<file path="src/rtl/box_feeder.sv">
// box_feeder: host-side transmitter for the nested-box solver input port.
// Box records (width, height) are queued from a valid/ready host port and
// replayed one at a time onto the solver's width/height/avail lines. Each
// accepted box is held long enough for the solver to latch it and sweep its
// comparison array. Records the solver would ignore (a zero dimension) or
// miss (identical to the box already presented) are dropped and counted.
// done rises once the last presented box has had time to settle.
//
// Ports:
//   clk        - rising-edge clock
//   rst        - asynchronous active-low reset
//   in_valid   - host record valid
//   in_ready   - queue can accept a record (not full)
//   in_width   - host box width
//   in_height  - host box height
//   clear      - synchronous flush: empties the queue and blanks the outputs
//   width      - box width presented to the solver
//   height     - box height presented to the solver
//   avail      - bit 0 = presentation valid, upper bits always 0
//   drop_count - saturating count of dropped records
//   done       - solver result has settled
module box_feeder #(
  parameter int DEPTH  = 16,
  parameter int GAP    = 100,
  parameter int SETTLE = 10000
) (
  input  logic        clk,
  input  logic        rst,
  input  logic        in_valid,
  output logic        in_ready,
  input  logic [31:0] in_width,
  input  logic [31:0] in_height,
  input  logic        clear,
  output logic [31:0] width,
  output logic [31:0] height,
  output logic [31:0] avail,
  output logic [15:0] drop_count,
  output logic        done
);
  localparam int AW   = $clog2(DEPTH);
  localparam int CMAX = (GAP > SETTLE) ? GAP : SETTLE;
  localparam int CW   = $clog2(CMAX + 1);
  localparam logic [CW-1:0] HOLD_LOAD   = CW'(GAP - 1);
  localparam logic [CW-1:0] SETTLE_LOAD = CW'(SETTLE - 1);

  typedef enum logic [1:0] {
    S_IDLE   = 2'd0,
    S_HOLD   = 2'd1,
    S_SETTLE = 2'd2,
    S_DONE   = 2'd3
  } state_t;

  state_t        r_state;
  state_t        w_next;

  logic [63:0]   r_mem [DEPTH];
  logic [AW:0]   r_wptr;
  logic [AW:0]   r_rptr;
  logic [CW-1:0] r_cnt;
  logic [31:0]   r_width;
  logic [31:0]   r_height;
  logic          r_avail;
  logic          r_done;
  logic [15:0]   r_drops;

  logic          w_empty;
  logic          w_full;
  logic          w_push;
  logic          w_pop;
  logic          w_bad;
  logic          w_accept;
  logic          w_drop;
  logic          w_load_settle;
  logic          w_dec;
  logic          w_set_done;
  logic          w_clr_done;
  logic [63:0]   w_head;

  function automatic logic [15:0] sat_inc(input logic [15:0] v);
    return (v == 16'hFFFF) ? v : v + 16'd1;
  endfunction

  // Pointers carry one extra wrap bit so equal indices can mean full or empty.
  assign w_empty = (r_wptr == r_rptr);
  assign w_full  = (r_wptr[AW] != r_rptr[AW]) &&
                   (r_wptr[AW-1:0] == r_rptr[AW-1:0]);
  // No bypass: a full queue refuses a push even in a cycle that pops.
  assign w_push  = in_valid && !w_full && !clear;
  assign w_head  = r_mem[r_rptr[AW-1:0]];

  // A zero dimension is ignored by the solver; a repeat of the presented box
  // would not be latched again, so both are discarded at pop time.
  assign w_bad    = (w_head[63:32] == 32'd0) || (w_head[31:0] == 32'd0) ||
                    (r_avail && (w_head == {r_width, r_height}));
  assign w_accept = w_pop && !w_bad;
  assign w_drop   = w_pop && w_bad;

  always_ff @(posedge clk) begin
    if (w_push) r_mem[r_wptr[AW-1:0]] <= {in_width, in_height};
  end

  always_ff @(posedge clk or negedge rst) begin
    if (!rst) r_state <= S_IDLE;
    else      r_state <= w_next;
  end

  always_comb begin
    w_next = r_state;
    case (r_state)
      S_IDLE: begin
        if (!w_empty) begin
          if (w_accept) w_next = S_HOLD;
        end else if (r_avail) begin
          w_next = S_SETTLE;
        end
      end
      S_HOLD: begin
        if (r_cnt == '0) w_next = w_empty ? S_SETTLE : S_IDLE;
      end
      S_SETTLE: begin
        // New work aborts the settle wait; the pop happens from IDLE.
        if (!w_empty)          w_next = S_IDLE;
        else if (r_cnt == '0)  w_next = S_DONE;
      end
      S_DONE: begin
        if (!w_empty) w_next = S_IDLE;
      end
      default: w_next = S_IDLE;
    endcase
    if (clear) w_next = S_IDLE;
  end

  always_comb begin
    w_pop         = 1'b0;
    w_load_settle = 1'b0;
    w_dec         = 1'b0;
    w_set_done    = 1'b0;
    w_clr_done    = 1'b0;
    if (!clear) begin
      case (r_state)
        S_IDLE: begin
          w_pop         = !w_empty;
          w_load_settle = w_empty && r_avail;
        end
        S_HOLD: begin
          w_dec         = (r_cnt != '0);
          w_load_settle = (r_cnt == '0) && w_empty;
        end
        S_SETTLE: begin
          w_dec      = w_empty && (r_cnt != '0);
          w_set_done = w_empty && (r_cnt == '0);
        end
        S_DONE: begin
          w_clr_done = !w_empty;
        end
        default: ;
      endcase
    end
  end

  always_ff @(posedge clk or negedge rst) begin
    if (!rst) begin
      r_wptr   <= '0;
      r_rptr   <= '0;
      r_cnt    <= '0;
      r_width  <= '0;
      r_height <= '0;
      r_avail  <= 1'b0;
      r_done   <= 1'b0;
      r_drops  <= '0;
    end else if (clear) begin
      // Flush wins over everything; the drop statistics survive.
      r_wptr   <= '0;
      r_rptr   <= '0;
      r_width  <= '0;
      r_height <= '0;
      r_avail  <= 1'b0;
      r_done   <= 1'b0;
    end else begin
      if (w_push) r_wptr <= r_wptr + (AW+1)'(1);
      if (w_pop)  r_rptr <= r_rptr + (AW+1)'(1);
      if (w_drop) r_drops <= sat_inc(r_drops);
      if (w_accept) begin
        r_width  <= w_head[63:32];
        r_height <= w_head[31:0];
        r_avail  <= 1'b1;
        r_cnt    <= HOLD_LOAD;
      end else if (w_load_settle) begin
        r_cnt <= SETTLE_LOAD;
      end else if (w_dec) begin
        r_cnt <= r_cnt - CW'(1);
      end
      if (w_set_done)      r_done <= 1'b1;
      else if (w_clr_done) r_done <= 1'b0;
    end
  end

  assign in_ready   = !w_full;
  assign width      = r_width;
  assign height     = r_height;
  assign avail      = {31'd0, r_avail};
  assign drop_count = r_drops;
  assign done       = r_done;

endmodule

</file>
<file path="config.mk">
export PLATFORM = sky130hd
export DESIGN_NAME = box_feeder
export DESIGN_NICKNAME = d
export VERILOG_FILES = /design/src/rtl/box_feeder.sv
export SDC_FILE = /design/constraint.sdc
export NUM_CORES = 1
export LEC_CHECK = 0
export CELL_PAD_IN_SITES_DETAIL_PLACEMENT = 0
export CELL_PAD_IN_SITES_GLOBAL_PLACEMENT = 2
export CORE_MARGIN = 2
export CORE_UTILIZATION = 40
export DETAILED_ROUTE_END_ITERATION = 8
export PLACE_DENSITY_LB_ADDON = 0.1
export SYNTH_ARGS = -nofsm -noshare
export SYNTH_HDL_FRONTEND = slang
export SYNTH_SLANG_ARGS = --single-unit
</file>
<file path="constraint.sdc">
create_clock -name clk -period 9.95 [get_ports clk]
set_clock_uncertainty 0.05 [all_clocks]
set_input_delay 2.985 -clock clk [delete_from_list [all_inputs] [get_ports clk]]
set_output_delay 2.985 -clock clk [all_outputs]
set_load 0.1 [all_outputs]
</file>
==> run summary, run 1 <==
The total non-filler cell area in the finished layout is 54,670 um^2. The multi-input combinational cells in the finished layout cover a total of 13,120 um^2. The cell area reported after detailed placement is slightly above 50,000 um^2. The detailed-route vias per instance came out at 5.870.

The number of nets with antenna violations after detailed routing is 0. The deepest clock path buffer count is 3. The final estimated routing congestion in global placement came out at between 0.8 and 0.9. The number of H-tree levels is 3.

The total setup violations reported at the end of the flow came out at 0. The first-pass GRT wire length is roughly 210 mm. In this run, distinct cell masters in the synthesized netlist total 76. The final-layout setup total negative slack is 0 ns.

Global routing used about a quarter of the available tracks. The required time reported for the critical path endpoint came out at between 6 and 7 ns. The setup slack at placement is roughly 3.2 ns. The arrival time reported for the critical path endpoint came out at between 4 and 5 ns.

The number of enable-type register cells in the synthesized netlist is 1,024. The number of CTS-inserted buffers is 120. The initial antenna violation count came out at 9. In this run the worst hold path is classified as flip-flop to flip-flop. The share of final-layout standard cells stronger than drive strength 1 is between 10% and 20%. The power density normalized to cell area is 257.8 nW/um^2. The floorplan core area came out at about 120,000 um^2. The most area-hungry cell type in the Yosys netlist is edfxtp_1. For this run, the detailed router's first-pass iteration total came to 7.

After clock tree synthesis, the flow added hold-fix buffers numbering 0. The via count of the first global-routing pass is approximately 27,000. The peak per-stage delay on the critical path is ~1 ns.

The mean post-synth cell area came out at between 15 and 20 um^2. Post-CTS repair changed the size of 0 cells. The top-area cell type share of the netlist area came out at ~65%.

The floorplan has approximately 130 rows. The final design utilization came out at 46.36%. Setup repair after global routing left no endpoint under its margin.

The insertion delay of the later-clocked pin in the worst-skew pair came out at approximately 0.73 ns. The buffer and inverter count on the worst path is 2. For this configuration, the core starts out at a cell density of just over 40%. Grouping stages by cell kind, the critical path spends the most delay in buffers and inverters. The layer flagged by global routing as most heavily used is met2. Detailed routing inserted a total of 26,821 vias. The I/O pin count is between 150 and 200.

The final worst setup slack came out at 2.834 ns. The run finished with clean final reports. The detailed-route wire length per cell is between 30 and 40 um. In the routed design, unresolved DRC markers number 0. The most used flip-flop cell after synthesis is edfxtp_1.

The sequential fraction of the synthesis area came out at between 70% and 80%. The root cell of the clock tree is clkbuf_16. The y dimension of the die is 348.7 um. The count of fill cells added during filler insertion is between 10,000 and 15,000. The smallest hold slack is about 0.44 ns.

The mapped netlist covers about 48,000 um^2. Entering global routing, the biggest net connects 120 pins. The max-slew violation total from the final report came out at 0. By area the synthesized netlist is led by edfxtp_1 (65%), mux4_2 (9.1%), dfrtp_1 (5.7%), mux2i_1 (4.7%), nand2_1 (1.4%). The worst ir drop on vdd is 235.9 uV. The wire length reported by the detailed router is ~150 mm. The Yosys step of the flow raised 0 warnings.

In this run the post-CTS setup repair buffer count came out at 0. TritonCTS built the clock tree. The kind of start point of the critical path is a flip-flop. Global routing consumed, on the met3 layer, 3.481% of the routing resources. The number of violations of the max-capacitance limit is 0.

Measured along the x axis, the die boundary spans 348.7 um. The global-route congestion overflow total came out at 0. The top achievable clock speed came out at ~140 MHz. Of the available clock period, the critical path in the final layout requires a little under three quarters. Relative to the synthesized area, the layout overhead comes to 15.01%. The worst setup path is of the flip-flop to output pin kind. The post-layout minimum cycle time is 7.116 ns. The met2 track utilization from global routing is 39.57%. The clock drives 1,132 sinks.

The post-CTS clock slew at the launch and capture registers of the worst setup and hold paths is 0.06 ns. The met1 routing resource usage after global routing came out at between 30% and 40%. The synthesized instance count is approximately 2,700. The pin slew with the least headroom to its limit came out at approximately 1.3 ns. The post-synthesis register bit count is approximately 1,100. The reported leakage power is 0.01735 uW.

edfxtp_1 is the most common cell in the netlist. Port buffering added 150 buffers. The slowest stage of the critical path is the clkdlybuf4s50_1 cell. The register area came out at between 30,000 and 40,000 um^2. In this run the tightest slew margin relative to its limit is about an eighth. The final hold violation count came to 0. The proportion of synthesized flip-flops having asynchronous set or reset is 9.541%. The HPWL reported at the end of detailed placement is around 94 mm.

Walking the worst path, the cells encountered are buf_4 > xor2_1 > nor4_1 > nand2b_1 > clkdlybuf4s50_1. The maximum net fanout on the critical path is between 40 and 50. By count the netlist is led by edfxtp_1 (1,024), mux2i_1 (225), mux4_2 (192). The worst setup path is captured at an output pin.

The iteration-0 DRC count of the detailed router is ~2,900. The net total in the final layout is 3,003. The floorplan step defined a die boundary enclosing between 100,000 and 150,000 um^2.
-- cell type report --
cell class,instances,share of cell area [%]
inverter,29,0.1991
tap,1536,3.515
timing repair buffer,217,3.879
multi-input combinational,1424,23.99
clock inverter,72,1.295
clock buffer,155,5.886
antenna,4,0.01831
sequential,1132,61.22
-- cells by family after synthesis --
logic type                 synth area share (%)
xor gates and xnor gates                  1.585
other                                  0.007889
buffers and inverters                     2.543
AOI/OAI and AO/OA                         4.788
and+or+nand+nor                           5.293
DFF                                       70.37
muxes                                     15.12
adders and majority gates                0.2895
-- metrics by stage --
stage	power [uW]	std cells
3_3_place_gp	9687	4337
2_1_floorplan	8265	2762
6_report	14100	4569
3_5_place_dp	9700	4338
5_1_grt	14550	4566
4_1_cts	14190	4565
-- layout by cell type (no fill, tap or decap), drive strengths merged, types with 14 or more instances in the layout --
cell type,n
clkinv,49
inv,33
nand3,21
mux2i,225
a22o,18
a22oi,46
conb,31
clkbuf,155
mux4,193
xnor2,53
edfxtp,1024
nor3,25
dfrtp,108
a21oi,43
nor4,51
nor2,100
clkdlybuf4s50,148
nand4,20
mux2,52
buf,69
a221oi,27
bufinv,14
o22ai,26
nand2,183
or4,16
o21ai,46
nor2b,19
xor2,33
-- sequential cells by signal, summed over array words and instances, names as in the netlist --
register and count:
r_rptr 5, r_mem 1024, drop_count 16, r_state 2, width 32, r_avail 1
r_wptr 5, r_cnt 14, height 32, done 1
-- power breakdown --
group | internal [uW] | switching (uW) | total (uW)
logic | 1170 | 2620 | 3790
clock network | 2630 | 1860 | 4490
registers | 5360 | 444 | 5810
total | 9170 | 4930 | 14100
-- layer usage --
metal | wire [um] | vias up
li1 | - | 11330
met1 | 67400 | 14357
met2 | 71230 | 1004
met3 | 9188 | 128
met4 | 2108 | 2
met5 | 9 | -
-- worst paths after layout --
| path | startpoint | to | slack [ns] | depth (start not counted) |
|---|---|---|---|---|
| setup / recovery | r_rptr[2] | in_ready | 2.83 | 5 |
| hold / removal | drop_count[9] | drop_count[9] | 0.44 | 1 |
| setup reg to reg | r_rptr[3] | width[17] | 3.18 | 13 |
| hold reg to reg | drop_count[9] | drop_count[9] | 0.44 | 1 |
| max in group asynchronous | rst | r_rptr[2] | 6.09 | 2 |
| min in group asynchronous | rst | height[5] | 2.18 | 1 |
-- worst reg2reg max path: stages, from the launching register on --
cell and delay [ns]:
dfrtp_4 0.59, buf_12 0.45, and2_1 1.37, a22oi_1 0.33, and2_1 0.30, o32ai_1 0.34
nor3_1 0.21, nand4_1 0.18, nor4_1 0.06, a31oi_1 0.75, and3_4 1.01, buf_4 0.66
nor3_1 0.13, a31o_2 0.24
No activity file was read; power rests on OpenSTA's default activity.
==> run 2: changes to the inputs <==
==> constraint.sdc (replaced) <==
create_clock -name clk -period 7.4 [get_ports clk]
set_clock_uncertainty 0.05 [all_clocks]
set_input_delay 2.22 -clock clk [delete_from_list [all_inputs] [get_ports clk]]
set_output_delay 2.22 -clock clk [all_outputs]
set_load 0.1 [all_outputs]
==> run summary, run 2 (synthesized netlist as in run 1, its figures left out) <==
The global routing usage summed across all routing layers is about a quarter. The pin slew with the least headroom to its limit is around 1.2 ns. The deepest clock path buffer count is 3. Of all nets on the critical path, the largest fanout is 42.

The worst setup path is launched from a flip-flop. Clock tree synthesis selected as its root buffer the cell clkbuf_16. The power density normalized to cell area is 348.2 nW/um^2. In this run the worst setup path begins at r_rptr[3].

The endpoint identified for the worst register-to-register timing path is width[8]. The setup check on the worst reg-to-reg path leaves a slack of around 1.2 ns. The number of sinks driven by the clock tree came out at ~1,100.

The number of I/O port buffers is 150. The total non-filler cell area in the finished layout is approximately 55,000 um^2. In this run the standard cell core region covers ~120,000 um^2. Counting both buffers and inverters, the worst setup path holds a total of 2. The number of violations of the max-capacitance limit came out at 0. The y dimension of the die is 348.7 um.

The reported leakage power is ~0.017 uW. Detailed routing inserted a total of between 20,000 and 30,000 vias. Dividing the detail-routed wire length by the instance count gives around 34 um.

The post-route DRC violation count came out at 0. In this run, the number of DRC markers left after iteration 0 of detailed routing was ~2,800. Setup repair after global routing left no endpoint under its margin. The number of H-tree levels is 3.

The top achievable clock speed came out at ~160 MHz. TritonCTS built the clock tree. The post-route clock period utilization is 86.97%.

The detailed-route vias per instance is 5.962. The via count of the first global-routing pass came to between 20,000 and 30,000. The initialized floorplan defines 126 standard-cell rows.

The final layout contains routed wiring with a total length of approximately 150 mm. Global routing consumed, on the met3 layer, 4.801% of the routing resources. The commonest non-fill, non-tap cell in the layout is edfxtp_1.

The number of flip-flops under the largest register name came out at 1,024. The HPWL reported at the end of detailed placement came out at between 90 and 100 mm. The run finished with clean final reports.

The overall power after layout is ~19,000 uW. The initial antenna violation count is 12. The first-pass GRT wire length came out at about 210 mm. STA puts the critical path data required time at approximately 5.1 ns. The post-CTS clock slew at the launch and capture registers of the worst setup and hold paths came out at roughly 0.060 ns. The arrival time reported for the critical path endpoint came out at between 4 and 5 ns.

The startpoint identified for the worst register-to-register timing path is r_rptr[0]. The type of the worst setup path is flip-flop to output pin. The full die area came out at 121,600 um^2. The number of cell instances on the worst register-to-register path came out at 14. The count of nets left with antenna violations once routing finished came out at 0.

In this run the post-CTS setup repair buffer count came out at 0. Before antenna repair, the detailed router went through 5 iterations. In this run the worst setup path terminates at in_ready.

Routability-driven placement finished with a final weighted congestion of roughly 0.88. The number of resized instances in the post-cts repair step is 0. The net total in the final layout came out at 3,020. The path category of the worst min-delay check is flip-flop to flip-flop. The signal on the critical path passes through buf_4 > xor2_1 > nor4_1 > nand2b_1 > clkdlybuf4s50_1. The met1 routing resource usage after global routing came out at between 30% and 40%. The worst max-slew margin expressed relative to the limit came out at 18.82%.

The max-slew violation total from the final report is 0. The total setup violations reported at the end of the flow came out at 0. The family of cells with the greatest summed delay on the critical path is buffers and inverters. Compared with the post-synthesis result, the final layout area differs by 15.55%.

After detailed placement, the total cell area comes to 50,860 um^2. The endpoint class of the critical path is an output pin. The critical path depth in cells is 5. The largest individual stage delay along the critical path comes from the cell clkdlybuf4s50_1. The library cells used most frequently in the layout, excluding fill and tap cells, are edfxtp_1 (1,024), mux2i_1 (225), mux4_2 (192), nand2_1 (183), clkdlybuf4s50_1 (148). The initial cell density of the core is between 40% and 50%. The peak per-stage delay on the critical path came out at around 1 ns. The post-layout minimum cycle time is ~6.4 ns.

The insertion delay of the later-clocked pin in the worst-skew pair came out at approximately 0.74 ns. VDD sags by at most slightly below 400 uV. The layer carrying the most global-route usage is met2. The number of CTS-inserted buffers came out at 120. For this run, global-route usage on met2 was measured as 39.35%. The cts-stage hold buffer count came out at 0. The I/O pin count came out at about 180. Of the cells placed in the final design, the portion with a size suffix greater than 1 is a little under a fifth. The maximum number of pins on one net before global-route repair came out at 84. The global-route congestion overflow total is 0. The final hold violation count came out at 0. The die span in x is between 300 and 400 um.
## run 2: cell types whose count changed in the layout (fill, tap and decap cells not counted), sizes merged
cell / before / now
clkinv: 49 / 43
diode: 4 / 1
clkinvlp: 5 / 6
inv: 33 / 32
bufinv: 14 / 17
buf: 69 / 86
clkbuf: 155 / 151
## run 2: how the worst min path moves through the flow
stage | from | end | slack [ns] | cells after the start
CTS | drop_count[6] | drop_count[6] | 0.44 | 1
global placement | drop_count[6] | drop_count[6] | 0.43 | 1
floorplan | r_cnt[12] | r_cnt[12] | 0.46 | 2
detailed placement | drop_count[6] | drop_count[6] | 0.43 | 1
finish | drop_count[6] | drop_count[6] | 0.44 | 1
global route | drop_count[9] | drop_count[9] | 0.47 | 1
## run 2: layout make-up
type                            instances  area (um^2)
Antenna cell                            1        2.502
Clock buffer                          151         3242
Clock inverter                         69        820.8
Fill cell                            9967        63000
Inverter                               29        108.9
Multi-Input combinational cell       1424        13120
Sequential cell                      1132        33470
Tap cell                             1536         1922
Timing Repair Buffer                  234         2241
## run 2: metal layers
layer / routed length, um / up-vias
met1: 67830 / 14529
met5: 89 / -
met3: 11220 / 204
met2: 71130 / 1193
met4: 3568 / 12
li1: - / 11343
## run 2: per-stage QoR
| step | TNS (ns) | utilization (%) | std cells | setup WS [ns] | hold slack [ns] |
|---|---|---|---|---|---|
| global placement | 0 | 43.13 | 4355 | 1.276 | 0.4267 |
| global route | 0 | 46.58 | 4575 | 0.7729 | 0.4706 |
| floorplan | -53.42 | - | 2762 | -0.4174 | 0.4563 |
| CTS | 0 | 46.58 | 4575 | 0.8911 | 0.4428 |
| detailed placement | 0 | 43.13 | 4355 | 1.263 | 0.4309 |
| finish | 0 | 46.58 | 4576 | 0.9642 | 0.4402 |
## run 2: power by group
| group | internal (uW) | switching (uW) | total (uW) |
|---|---|---|---|
| combinational | 1590 | 3520 | 5100 |
| clock | 3680 | 2530 | 6210 |
| sequential | 7210 | 602 | 7810 |
| total | 12500 | 6650 | 19100 |
